===== config.mk =====
export PLATFORM = sky130hd
export DESIGN_NAME = pmem_burst_arbiter_flat
export DESIGN_NICKNAME = d
export VERILOG_FILES = /design/src/rtl/pmem_burst_arbiter_pkg.sv /design/src/rtl/pmem_burst_arbiter_if.sv /design/src/rtl/pmem_burst_arbiter_line_buffer.sv /design/src/rtl/pmem_burst_arbiter.sv /design/src/flat_wrapper.sv
export SDC_FILE = /design/constraint.sdc
export NUM_CORES = 1
export LEC_CHECK = 0
export ABC_CLOCK_PERIOD_IN_PS = 3000
export BUFFER_PORTS_ARGS = -buffer_cell sky130_fd_sc_hd__clkbuf_2
export CAP_MARGIN = 20
export CORE_AREA = 3 3 385 387
export DETAILED_ROUTE_END_ITERATION = 8
export DIE_AREA = 0 0 388 390
export PLACE_DENSITY = 0.3
export SLEW_MARGIN = 15
export SYNTH_ARGS = -nofsm -noshare
export SYNTH_HDL_FRONTEND = slang
export SYNTH_SLANG_ARGS = --single-unit

===== constraint.sdc =====
create_clock -name clk -period 3 [get_ports clk]
set_input_delay 0 -clock clk [delete_from_list [all_inputs] [get_ports clk]]
set_output_delay 0 -clock clk [all_outputs]
set_load 0.005 [all_outputs]

===== src/rtl/pmem_burst_arbiter_pkg.sv =====
// Shared types and constants for the cache-to-memory burst arbiter.
// A cache line travels as BURST_BEATS beats on the memory port.
package pmem_burst_arbiter_pkg;

  localparam int LINE_WIDTH  = 256;
  localparam int BEAT_WIDTH  = 64;
  localparam int BURST_BEATS = LINE_WIDTH / BEAT_WIDTH;
  localparam int BEAT_IDX_W  = $clog2(BURST_BEATS);

  typedef logic [LINE_WIDTH-1:0] cacheline_t;
  typedef logic [BEAT_WIDTH-1:0] beat_t;
  typedef logic [BEAT_IDX_W-1:0] beat_idx_t;
  typedef logic [31:0]           paddr_t;

  typedef enum logic [2:0] {
    IDLE,
    BURST_I,
    BURST_D,
    DONE_I,
    DONE_D
  } arb_state_t;

  typedef enum logic {
    GRANT_I = 1'b0,
    GRANT_D = 1'b1
  } grant_t;

  // Beat k of a line occupies bits [64k+63:64k].
  function automatic beat_t line_beat(input cacheline_t line, input beat_idx_t idx);
    return line[BEAT_WIDTH*int'(idx) +: BEAT_WIDTH];
  endfunction

endpackage


===== src/rtl/pmem_burst_arbiter_if.sv =====
// Bundles the icache, dcache and memory-side pmem ports of the arbiter.
// The slave view is the arbiter itself; the master view is its environment.
interface pmem_burst_arbiter_if;
  import pmem_burst_arbiter_pkg::*;

  // icache side (read only)
  logic       pmem_read_c_i;
  paddr_t     pmem_address_c_i;
  cacheline_t pmem_rdata_c_i;
  logic       pmem_resp_c_i;

  // dcache side
  logic       pmem_read_c_d;
  logic       pmem_write_c_d;
  paddr_t     pmem_address_c_d;
  cacheline_t pmem_wdata_c_d;
  cacheline_t pmem_rdata_c_d;
  logic       pmem_resp_c_d;

  // physical memory burst port
  logic       pmem_read_m;
  logic       pmem_write_m;
  paddr_t     pmem_address_m;
  beat_t      pmem_wdata_m;
  beat_t      pmem_rdata_m;
  logic       pmem_resp_m;

  modport slave (
    input  pmem_read_c_i, pmem_address_c_i,
    output pmem_rdata_c_i, pmem_resp_c_i,
    input  pmem_read_c_d, pmem_write_c_d, pmem_address_c_d, pmem_wdata_c_d,
    output pmem_rdata_c_d, pmem_resp_c_d,
    output pmem_read_m, pmem_write_m, pmem_address_m, pmem_wdata_m,
    input  pmem_rdata_m, pmem_resp_m
  );

  modport master (
    output pmem_read_c_i, pmem_address_c_i,
    input  pmem_rdata_c_i, pmem_resp_c_i,
    output pmem_read_c_d, pmem_write_c_d, pmem_address_c_d, pmem_wdata_c_d,
    input  pmem_rdata_c_d, pmem_resp_c_d,
    input  pmem_read_m, pmem_write_m, pmem_address_m, pmem_wdata_m,
    output pmem_rdata_m, pmem_resp_m
  );

endinterface


===== src/rtl/pmem_burst_arbiter_line_buffer.sv =====
// 256-bit line buffer with a beat index: parallel load for writebacks,
// beat-wise assembly for reads and a beat read mux for write serialization.
module pmem_line_buffer
  import pmem_burst_arbiter_pkg::*;
(
  input  logic       clk,
  input  logic       rst,
  input  logic       clear,
  input  logic       load,
  input  cacheline_t load_line,
  input  logic       beat_en,
  input  logic       beat_store,
  input  beat_t      beat_in,
  output cacheline_t line,
  output beat_t      beat_out,
  output logic       last_beat
);

  beat_idx_t idx;

  always_ff @(posedge clk) begin
    if (!rst) begin
      // NOTE: the line register is reset on purpose; it drives both cache
      // rdata ports and the write beat, all of which must read 0 after reset.
      line <= '0;
      idx  <= '0;
    end else begin
      if (load) begin
        line <= load_line;
      end
      if (clear) begin
        idx <= '0;
      end else if (beat_en) begin
        if (beat_store) begin
          line[BEAT_WIDTH*int'(idx) +: BEAT_WIDTH] <= beat_in;
        end
        idx <= idx + beat_idx_t'(1);
      end
    end
  end

  assign beat_out  = line_beat(line, idx);
  assign last_beat = (idx == beat_idx_t'(BURST_BEATS - 1));

endmodule


===== src/rtl/pmem_burst_arbiter.sv =====
// Round-robin arbiter sharing one 64-bit burst memory port between the
// icache and dcache; each grant moves one 256-bit line as a 4-beat burst.
module pmem_burst_arbiter
  import pmem_burst_arbiter_pkg::*;
(
  input  logic clk,
  input  logic rst,
  pmem_burst_arbiter_if.slave bus
);

  arb_state_t state;
  grant_t     last_grant;
  paddr_t     addr_q;
  logic       read_cmd;
  logic       write_cmd;
  logic       resp_i;
  logic       resp_d;

  logic       req_i;
  logic       req_d;
  logic       grant_d;
  logic       grant_wr;
  logic       start;
  logic       in_burst;
  logic       last_beat;
  cacheline_t line;
  beat_t      beat_out;

  assign req_i = bus.pmem_read_c_i;
  assign req_d = bus.pmem_read_c_d | bus.pmem_write_c_d;

  // On a tie the cache that was not served last wins.
  always_comb begin
    // NOTE: every combinational output gets a default first so that no path
    // leaves it unassigned, which would otherwise infer a latch.
    grant_d = 1'b0;
    if (req_d && (!req_i || last_grant == GRANT_I)) begin
      grant_d = 1'b1;
    end
  end

  // A dcache request with the write strobe up is a write, even if read is also set.
  assign grant_wr = grant_d & bus.pmem_write_c_d;
  assign start    = (state == IDLE) && (req_i || req_d);
  assign in_burst = (state == BURST_I) || (state == BURST_D);

  pmem_line_buffer u_line_buffer (
    .clk        (clk),
    .rst        (rst),
    .clear      (start),
    .load       (start && grant_wr),
    .load_line  (bus.pmem_wdata_c_d),
    .beat_en    (in_burst && bus.pmem_resp_m),
    .beat_store (read_cmd),
    .beat_in    (bus.pmem_rdata_m),
    .line       (line),
    .beat_out   (beat_out),
    .last_beat  (last_beat)
  );

  always_ff @(posedge clk) begin
    if (!rst) begin
      state      <= IDLE;
      last_grant <= GRANT_I;
      addr_q     <= '0;
      read_cmd   <= 1'b0;
      write_cmd  <= 1'b0;
      resp_i     <= 1'b0;
      resp_d     <= 1'b0;
    end else begin
      // NOTE: non-blocking assignments throughout, so every register here
      // samples pre-edge values regardless of statement order.
      resp_i <= 1'b0;
      resp_d <= 1'b0;
      case (state)
        IDLE: begin
          if (req_i || req_d) begin
            state     <= grant_d ? BURST_D : BURST_I;
            addr_q    <= grant_d ? bus.pmem_address_c_d : bus.pmem_address_c_i;
            read_cmd  <= ~grant_wr;
            write_cmd <= grant_wr;
          end
        end
        BURST_I, BURST_D: begin
          if (bus.pmem_resp_m && last_beat) begin
            state     <= (state == BURST_I) ? DONE_I : DONE_D;
            read_cmd  <= 1'b0;
            write_cmd <= 1'b0;
            resp_i    <= (state == BURST_I);
            resp_d    <= (state == BURST_D);
          end
        end
        // Always back to IDLE so a request still high here is not re-granted.
        DONE_I: begin
          state      <= IDLE;
          last_grant <= GRANT_I;
        end
        DONE_D: begin
          state      <= IDLE;
          last_grant <= GRANT_D;
        end
        default: state <= IDLE;
      endcase
    end
  end

  assign bus.pmem_read_m    = read_cmd;
  assign bus.pmem_write_m   = write_cmd;
  assign bus.pmem_address_m = addr_q;
  assign bus.pmem_wdata_m   = beat_out;
  assign bus.pmem_rdata_c_i = line;
  assign bus.pmem_rdata_c_d = line;
  assign bus.pmem_resp_c_i  = resp_i;
  assign bus.pmem_resp_c_d  = resp_d;

endmodule


===== src/flat_wrapper.sv =====
// flat-port wrapper written by rule: the top's interface ports become plain ports
module pmem_burst_arbiter_flat import pmem_burst_arbiter_pkg::*;
  (clk, rst, bus_pmem_read_c_i, bus_pmem_address_c_i, bus_pmem_rdata_c_i, bus_pmem_resp_c_i, bus_pmem_read_c_d, bus_pmem_write_c_d, bus_pmem_address_c_d, bus_pmem_wdata_c_d, bus_pmem_rdata_c_d, bus_pmem_resp_c_d, bus_pmem_read_m, bus_pmem_write_m, bus_pmem_address_m, bus_pmem_wdata_m, bus_pmem_rdata_m, bus_pmem_resp_m);
  pmem_burst_arbiter_if bus_i ();
  input  logic clk;
  input  logic rst;
  input wire logic [$bits(bus_i.pmem_read_c_i)-1:0] bus_pmem_read_c_i;
  input wire logic [$bits(bus_i.pmem_address_c_i)-1:0] bus_pmem_address_c_i;
  output wire logic [$bits(bus_i.pmem_rdata_c_i)-1:0] bus_pmem_rdata_c_i;
  output wire logic [$bits(bus_i.pmem_resp_c_i)-1:0] bus_pmem_resp_c_i;
  input wire logic [$bits(bus_i.pmem_read_c_d)-1:0] bus_pmem_read_c_d;
  input wire logic [$bits(bus_i.pmem_write_c_d)-1:0] bus_pmem_write_c_d;
  input wire logic [$bits(bus_i.pmem_address_c_d)-1:0] bus_pmem_address_c_d;
  input wire logic [$bits(bus_i.pmem_wdata_c_d)-1:0] bus_pmem_wdata_c_d;
  output wire logic [$bits(bus_i.pmem_rdata_c_d)-1:0] bus_pmem_rdata_c_d;
  output wire logic [$bits(bus_i.pmem_resp_c_d)-1:0] bus_pmem_resp_c_d;
  output wire logic [$bits(bus_i.pmem_read_m)-1:0] bus_pmem_read_m;
  output wire logic [$bits(bus_i.pmem_write_m)-1:0] bus_pmem_write_m;
  output wire logic [$bits(bus_i.pmem_address_m)-1:0] bus_pmem_address_m;
  output wire logic [$bits(bus_i.pmem_wdata_m)-1:0] bus_pmem_wdata_m;
  input wire logic [$bits(bus_i.pmem_rdata_m)-1:0] bus_pmem_rdata_m;
  input wire logic [$bits(bus_i.pmem_resp_m)-1:0] bus_pmem_resp_m;
  assign bus_i.pmem_read_c_i = bus_pmem_read_c_i;
  assign bus_i.pmem_address_c_i = bus_pmem_address_c_i;
  assign bus_pmem_rdata_c_i = bus_i.pmem_rdata_c_i;
  assign bus_pmem_resp_c_i = bus_i.pmem_resp_c_i;
  assign bus_i.pmem_read_c_d = bus_pmem_read_c_d;
  assign bus_i.pmem_write_c_d = bus_pmem_write_c_d;
  assign bus_i.pmem_address_c_d = bus_pmem_address_c_d;
  assign bus_i.pmem_wdata_c_d = bus_pmem_wdata_c_d;
  assign bus_pmem_rdata_c_d = bus_i.pmem_rdata_c_d;
  assign bus_pmem_resp_c_d = bus_i.pmem_resp_c_d;
  assign bus_pmem_read_m = bus_i.pmem_read_m;
  assign bus_pmem_write_m = bus_i.pmem_write_m;
  assign bus_pmem_address_m = bus_i.pmem_address_m;
  assign bus_pmem_wdata_m = bus_i.pmem_wdata_m;
  assign bus_i.pmem_rdata_m = bus_pmem_rdata_m;
  assign bus_i.pmem_resp_m = bus_pmem_resp_m;
  pmem_burst_arbiter u_core (.clk(clk), .rst(rst), .bus(bus_i));
endmodule

==> flow_summary.ini, run 1 <==
[grt]
grt_pass1_wl_um = 197000
antenna_found_initial = 35
grt_usage_pct = 17.9
grt_overflow = 0
grt_max_degree = 125
grt_pass1_vias = 24357

[critical_path]
critPathMaxStageDelay_ns = 0.56
arrival_ns = 3.38
crit_fanout = 66
crit_path_cell_trace = inv_1 > ha_2 > nand4b_1 > buf_12 > nor2_4 > buf_4 > o311a_1 > dlygate4sd3_1
worst_setup_path_end_kind = flop
critPathKind = reg -> reg
slowest_stage = dlygate4sd3_1
crit_required_ns = 3.49
cp-start-kind = flop

[power]
power.density_nw_per_um2 = 538
ir_drop_mv = 0.385
leakagePower_nw = 15.1

[cells_and_area]
utilization_pct = 22.2
drive_above_1_share_pct = 37.4
seqCellArea_um2 = 5970
fin_nets = 3674
n_fill_cell = 16177
multi_input_area_um2 = 11000
area_growth_pct = 61.6

[floorplan]
placementRows = 140
io_pins = 1002
chipHeight_um = 390
initial_utilization_pct = 13.8
die-area_um2 = 151000
die_x_um = 388
core_area_um2 = 145000

[timing]
finalHoldViolCount = 0
finalCriticalPeriod_ns = 2.89
fin_skew_ns = 0.0258
setup-violations-final = 0
drv_slew = 0
worst_hold_slack_ns = 0.0583
relSlewSlack_pct = 35.0
fin_crit_sh_pct = 96.3
worst_pin_slew_ns = 0.973
fmax_ghz = 0.346

[logic_synthesis]
synth_edf_count = 0
synth_fp_nets = 2540
synth_seq_cells = 298
synthCells = 2145
dominantRegCellSynth = dfxtp_1
synthArstFlopShare_pct = 0
synth_area_um2 = 20000
yosys_warnings = 0
ys_types = 47
ys_seq_area_share_pct = 29.8
syn_area_per_cell_um2 = 9.32

[clock_tree]
cts_sinks = 298
cts_tree = done
htreeDepth = 2
clk_path_buf_depth = 3
cts_made_buffers = 46
cts_root_buffer = clkbuf_16
clkTransAtPathRegs_ns = 0.06
post_cts_buffers = 0
insertion_delay_ns = 0.63

[drt]
wl_per_cell_um = 27.2
firstDrtPassIters = 5
drc = 0
vias = 23624
via_per_inst = 4.51
postRouteAntennaNets = 0
routed_wl_um = 142000
drt_iter0_markers = 1434

[placement]
numPortBuffers = 1001
dp.final_hpwl_um = 102000
gp_congestion = 0.780

[run]
drv_cap = 0

[hold_path]
hp-class = in -> reg

[run_status]
status = finished, final reports clean
==> synth_stat cells (9+ instances only) <==
| master | instances | area, µm² |
|---|---|---|
| dfxtp_1 | 298 | 5970 |
| buf_4 | 263 | 1970 |
| and3_1 | 226 | 1410 |
| a211o_1 | 225 | 1970 |
| a21boi_0 | 225 | 1690 |
| o311a_1 | 225 | 2250 |
| clkbuf_1 | 203 | 762 |
| buf_2 | 76 | 380 |
| nand2_1 | 68 | 255 |
| mux4_2 | 64 | 1440 |
| a311oi_1 | 63 | 552 |
| a21oi_1 | 35 | 175 |
| o21ai_0 | 34 | 170 |
| nand3_1 | 32 | 160 |
| a211oi_1 | 31 | 233 |
| nor3b_1 | 16 | 120 |
| nor2_1 | 9 | 33.8 |
==> critical path: cells and delay by family (launching register included) <==
family,cells,cell delay (ns)
AOI/OAI and AO/OA,1,0.43
adders and majority gates,1,0.23
buffers and inverters,4,1.34
DFF,1,0.48
and+or+nand+nor,2,0.20
==> cells by family (layout without fill, tap and decap cells) <==
| family | count (synthesis) | after routing | share of synthesized area [%] |
|---|---|---|---|
| DFF | 298 | 298 | 29.8 |
| xor gates and xnor gates | 1 | 2 | 0.138 |
| buffers and inverters | 553 | 1720 | 15.9 |
| and+or+nand+nor | 374 | 374 | 10.8 |
| other | 0 | 12 | 0 |
| adders and majority gates | 5 | 5 | 0.313 |
| muxes | 65 | 65 | 7.26 |
| AOI/OAI and AO/OA | 849 | 849 | 35.7 |
==> cell type report <==
class                           count  area share [%]
Timing Repair Buffer             1635            35.5
Antenna cell                       12          0.0930
Tap cell                         1917            7.43
Multi-Input combinational cell   1295            33.9
Inverter                            3          0.0349
Clock buffer                       68            4.04
Sequential cell                   298            18.5
Clock inverter                     14           0.519
==> metal layers <==
layer / GRT usage (%) / vias to the layer above / share of wire, %
met4: 3.24 / 2 / 1.7
met2: 30.5 / 864 / 48
met1: 24.1 / 12162 / 45
li1: - / 10461 / -
met5: 0 / - / 0.0049
met3: 2.58 / 135 / 4.9
==> final timing paths <==
path                                from                              to  slack [ns]  depth (start not counted)
min                 bus_pmem_rdata_m[53]  u_core.u_line_buffer.line[245]        0.06                          5
max reg2reg  u_core.u_line_buffer.idx[0]   u_core.u_line_buffer.line[31]        0.11                          8
max          u_core.u_line_buffer.idx[0]   u_core.u_line_buffer.line[31]        0.11                          8
min reg2reg      u_core.bus.pmem_write_m         u_core.bus.pmem_write_m        0.48                          2
==> flip-flops by register name, indices dropped and copies added (netlist names) <==
signal and flops:
u_core.last_grant 1, u_core.bus.pmem_address_m 32, u_core.bus.pmem_write_m 1, u_core.u_line_buffer.idx 2, u_core.state 3, u_core.bus.pmem_read_m 1
u_core.u_line_buffer.line 256, u_core.bus.pmem_resp_c_d 1, u_core.bus.pmem_resp_c_i 1
==> cells in the final DEF, fill, tap and decap left out, types with 4 or more instances in the layout <==
cell type,instances
a311oi_1,63
nor3b_1,15
a211oi_1,31
nor2_4,4
nand3_1,32
buf_12,23
a21oi_1,35
nor2_1,4
buf_4,56
o311a_1,225
ha_1,4
nand4b_1,4
diode_2,12
dfxtp_1,296
a21boi_0,225
clkinv_2,7
and3_1,226
o21ai_0,34
a211o_1,225
nand2_1,68
clkbuf_1,15
mux4_2,64
clkbuf_2,1000
dlygate4sd3_1,552
clkbuf_16,46
clkbuf_8,7
==> power by group <==
part / leakage [nW] / switching [W] / internal, W
registers: 2.45 / 0.000925 / 0.00448
logic: 11.9 / 0.00343 / 0.00296
clock network: 0.725 / 0.00232 / 0.00326
total: 15.1 / 0.00667 / 0.0107
==> metrics by stage <==
| step | power [W] | instances | TNS [ns] | setup slack (ns) | cell area (µm²) |
|---|---|---|---|---|---|
| after floorplan | 0.00820 | 2145 | 0 | 0.404 | 20000 |
| after global placement | 0.0110 | 4595 | 0 | 0.614 | 25200 |
| after detailed placement | 0.0109 | 4595 | 0 | 0.596 | 25200 |
| after CTS | 0.0177 | 5229 | 0 | 0.0624 | 32200 |
| after global routing | 0.0183 | 5233 | -0.00753 | -0.00503 | 32300 |
| final | 0.0174 | 5242 | 0 | 0.112 | 32300 |
==> repair_timing <==
action | 4_1_cts | 5_1_grt
endpoints found under the hold margin | 297 | 0
endpoints found under the setup margin | 0 | 29
hold buffers | 552 | 0
resized for setup | 0 | 3
Note: power is estimated with default switching activity, not from simulation.
==> run 2: changes to the inputs <==
Settings changed: BUFFER_PORTS_ARGS -buffer_cell sky130_fd_sc_hd__clkbuf_2 to default, DONT_BUFFER_PORTS from default to 1.
==> run 2 against run 1 <==
Net effect:
- worst hold slack worse by 0.00091 ns
- register-to-register slack hardly changed
- critical endpoint is now u_core.u_line_buffer.line[10]
- clock skew is 0.011 ns higher
- largest cell class is now multi-input gates
==> flow_summary.ini, run 2 (synthesis results as in run 1) <==
[clock_tree]
clkTransAtPathRegs_ns = 0.06
clk_path_buf_depth = 3
htreeDepth = 2
cts_made_buffers = 46
insertion_delay_ns = 0.62
cts_tree = done
cts_root_buffer = clkbuf_16
cts_sinks = 298

[grt]
grt_max_degree = 177
grt_usage_pct = 16.7
grt_pass1_vias = 20298
grt_overflow = 0
grt_most_used_layer = met2
met3_usage_pct = 5.18
gr-usage-met2_pct = 27.3
grt_pass1_wl_um = 180000
use_met1_pct = 21.1
antenna_found_initial = 40

[cells_and_area]
final_cells = 4170
final_common_cell = dlygate4sd3_1
n_fill_cell = 16007
largest_reg_flops = 256
final_cell_mix = 469 x dlygate4sd3_1, 295 x dfxtp_1, 226 x and3_1
area_growth_pct = 32.5
multi_input_area_um2 = 10900
fin_nets = 2595
seqCellArea_um2 = 5970
drive_above_1_share_pct = 10.9
largest-register = u_core.u_line_buffer.line

[critical_path]
worst_setup_path_end_kind = flop
critPathMaxStageDelay_ns = 0.56
slowest_stage = dlygate4sd3_1
arrival_ns = 3.39
crit_required_ns = 3.49
critPathKind = reg -> reg
cp-start-kind = flop
crit_fanout = 38
crit_path_cell_trace = inv_1 > ha_2 > buf_6 > nand4b_1 > buf_12 > buf_4 > a211o_1 > o311a_1 > dlygate4sd3_1

[floorplan]
core_area_um2 = 145000
die_x_um = 388
initial_utilization_pct = 13.8
chipHeight_um = 390
io_pins = 1002
placementRows = 140
die-area_um2 = 151000

[placement]
dp.final_hpwl_um = 93400
numPortBuffers = 0
gp_congestion = 0.804
numPlacedInstances = 3593
dp_worst_setup_slack_ns = 0.423

[timing]
worst_hold_slack_ns = 0.0574
fin_skew_ns = 0.0372
drv_slew = 0
setup-violations-final = 0
finalCriticalPeriod_ns = 2.90
relSlewSlack_pct = 32.3
finalHoldViolCount = 0
finalSetupTns_ns = 0
fmax_ghz = 0.345
setup_ws_ns = 0.104
worst_pin_slew_ns = 1.02
fin_crit_sh_pct = 96.5

[drt]
routed_wl_um = 135000
drc = 0
vias = 20109
postRouteAntennaNets = 0
firstDrtPassIters = 6
drt_iter0_markers = 1616
via_per_inst = 4.82
wl_per_cell_um = 32.3

[run_status]
status = finished, final reports clean

[power]
ir_drop_mv = 0.345
leakagePower_nw = 10.1
power.density_nw_per_um2 = 599

[hold_path]
hp-class = in -> reg

[run]
drv_cap = 0
==> run 2: cell count changes in the layout (fill, tap and decap cells not counted), moves of 3 or more <==
cell	before	now
buf_12	23	19
buf_16	0	3
buf_6	3	7
bufinv_16	3	0
clkbuf_1	15	12
clkbuf_2	1000	0
diode_2	12	23
dlygate4sd3_1	552	469
==> run 2: per-stage QoR <==
step,power [W],cell area [µm²],utilization (%)
5_1_grt,0.0166,26400,18.2
3_5_place_dp,0.00954,20200,13.9
4_1_cts,0.0159,26300,18.1
6_report,0.0158,26500,18.2
2_1_floorplan,0.00820,20000,-
3_3_place_gp,0.00949,20200,13.9
==> run 2: cell type report <==
| type | instances | area share [%] |
|---|---|---|
| Tap cell | 1917 | 9.06 |
| Sequential cell | 298 | 22.6 |
| Clock buffer | 67 | 4.99 |
| Inverter | 3 | 0.0425 |
| Clock inverter | 11 | 0.312 |
| Antenna cell | 23 | 0.217 |
| Timing Repair Buffer | 557 | 21.5 |
| Multi-Input combinational cell | 1294 | 41.3 |
==> run 2: power by group <==
group / switching (W) / internal, W / leakage, nW
Clock: 0.00231 / 0.00303 / 0.686
Combinational: 0.00284 / 0.00205 / 6.94
Sequential: 0.00114 / 0.00448 / 2.45
==> run 2: routing by layer <==
layer | up-vias | wire [µm]
li1 | 8304 | -
met1 | 10475 | 56400
met2 | 1132 | 62300
met3 | 186 | 12300
met4 | 12 | 3650
met5 | - | 82
==> run 2: what timing repair did <==
action                     4_1_cts  5_1_grt
setup endpoints to repair        0       54
hold endpoints to repair       298        0
gates resized for setup          0       10
hold buffers                   470        0
setup buffers                    0        2
==> run 2: final timing paths <==
kind | start | to | slack (ns) | cells past startpoint
setup / recovery | u_core.u_line_buffer.idx[1] | u_core.u_line_buffer.line[10] | 0.10 | 9
hold / removal | bus_pmem_read_c_i | u_core.state[0] | 0.06 | 3
setup reg to reg | u_core.u_line_buffer.idx[1] | u_core.u_line_buffer.line[10] | 0.10 | 9
hold reg to reg | u_core.bus.pmem_write_m | u_core.bus.pmem_write_m | 0.57 | 2
==> run 2: critical path: cells and delay by family, from the launching register on <==
family | cells | cell delay, ns
DFF | 1 | 0.36
and+or+nand+nor | 1 | 0.19
AOI/OAI and AO/OA | 2 | 0.49
buffers and inverters | 5 | 1.43
adders and majority gates | 1 | 0.20
==> run 3: changes to the inputs <==
Settings changed: PLACE_DENSITY 0.3 to default, PLACE_DENSITY_LB_ADDON from default to 0.15.
==> run 3 against run 2 <==
Net effect:
- core utilization is 0.078 points lower
- power increased by 0.93%
- via count grew 0.52%
- critical path type unchanged
- largest power group unchanged
- non-clock buffer count fell by 18
- critical path depth down 2
- clock-buffer cell count increased by 2
- cell count is 0.36% lower
==> flow_summary.ini, run 3 (synthesis results as in run 1) <==
[timing]
relSlewSlack_pct = 22.0
finalCriticalPeriod_ns = 2.87
setup-violations-final = 0
worst_pin_slew_ns = 1.17
setup_ws_ns = 0.129
rsz0062_at_grt = no
finalHoldViolCount = 0
fmax_ghz = 0.348
finalSetupTns_ns = 0
fin_skew_ns = 0.0225
fin_crit_sh_pct = 95.7
drv_slew = 0

[floorplan]
io_pins = 1002
initial_utilization_pct = 13.8
chipHeight_um = 390
die_x_um = 388
placementRows = 140
core_area_um2 = 145000
die-area_um2 = 151000

[critical_path]
worst_setup_path_end_kind = flop
critPathKind = reg -> reg
crit_fanout = 21
cp-startpoint = u_core.u_line_buffer.idx[1]
r2r-start = u_core.u_line_buffer.idx[1]
cp-start-kind = flop
crit_required_ns = 3.48
arrival_ns = 3.35

[drt]
via_per_inst = 4.86
drc = 0
postRouteAntennaNets = 0
routed_wl_um = 142000
wl_per_cell_um = 34.3
firstDrtPassIters = 7
drt_iter0_markers = 1439
vias = 20213

[cells_and_area]
area_growth_pct = 31.9
fin_nets = 2578
largest-register = u_core.u_line_buffer.line
utilization_pct = 18.2
final_cells = 4155
largest_reg_flops = 256
final_cell_mix = 465 x dlygate4sd3_1, 296 x dfxtp_1, 226 x and3_1
final_common_cell = dlygate4sd3_1
drive_above_1_share_pct = 10.5

[placement]
numPlacedInstances = 3582
dp_worst_setup_slack_ns = 0.382
gp_congestion = 0.802
dp.final_hpwl_um = 96500
numPortBuffers = 0

[hold_path]
min_from = bus_pmem_rdata_m[19]
hp-class = in -> reg

[clock_tree]
cts_tree = done
cts_made_buffers = 47
htreeDepth = 2
cts_root_buffer = clkbuf_16
cts_sinks = 298
clk_path_buf_depth = 3
clkTransAtPathRegs_ns = 0.06
insertion_delay_ns = 0.62

[grt]
grt_overflow = 0
grt_max_degree = 181
grt_pass1_wl_um = 191000
grt_pass1_vias = 20555
grt_usage_pct = 17.8
antenna_found_initial = 40

[run]
drv_cap = 0

[power]
leakagePower_nw = 9.87
power.density_nw_per_um2 = 607
ir_drop_mv = 0.354

[run_status]
status = finished, final reports clean
## run 3: cell types whose count changed in the layout (fill, tap and decap cells not counted), sizes merged, moves of 2 or more
cell | previous run | this run
diode | 23 | 18
buf | 87 | 73
dlygate4sd3 | 469 | 465
clkbuf | 68 | 70
clkinv | 7 | 11
bufinv | 0 | 2
## run 3: timing repair
action,CTS,global route
hold buffers,466,0
endpoints found under the hold margin,298,0
endpoints found under the setup margin,0,6
setup buffers,0,1
resized for setup,0,3
## run 3: worst max-delay path, cell delays in order (launching register included)
cell	delay [ns]
dfxtp_4	0.35
inv_1	0.10
ha_1	0.17
nand4b_1	0.56
buf_4	0.52
a211o_1	0.33
o311a_1	0.12
dlygate4sd3_1	0.57
## run 3: worst paths after layout
check / cells after the start / slack (ns) / endpoint
worst min register to register: 2 / 0.60 / u_core.bus.pmem_write_m
worst max-delay path: 7 / 0.13 / u_core.u_line_buffer.line[108]
worst min-delay path: 4 / 0.06 / u_core.u_line_buffer.line[83]
worst max register to register: 7 / 0.13 / u_core.u_line_buffer.line[108]
## run 3: layout make-up
class	instances	area, µm²
fillers	16087	119000
diodes	18	45.0
repair buffers	539	5500
multi-input cells	1294	10900
flip-flops and latches	298	5970
well taps	1917	2400
inverters	3	11.3
clock inverters	17	153
clock buffers	69	1350
## run 3: where the power goes
group / internal (W) / switching (W)
Sequential: 0.00448 / 0.00117
Clock: 0.00328 / 0.00233
Combinational: 0.00185 / 0.00289
Total: 0.00960 / 0.00639
## run 3: metal layers
layer,up-vias,wire length (µm),GRT usage (%),part of all wire [%]
li1,8288,-,-,-
met1,10570,60500,22.8,42
met2,1157,66300,29.4,47
met3,186,12300,5.27,8.6
met4,12,3220,3.96,2.3
met5,-,85,0,0.060
## run 3: through the flow
stage / hold slack, ns / instance area (µm²) / power, W
6_report: 0.0594 / 26400 / 0.0160
5_1_grt: 0.0659 / 26300 / 0.0168
4_1_cts: 0.00253 / 26300 / 0.0162
3_5_place_dp: 0.167 / 20100 / 0.00961
3_3_place_gp: 0.165 / 20100 / 0.00957
2_1_floorplan: 0.151 / 20000 / 0.00820
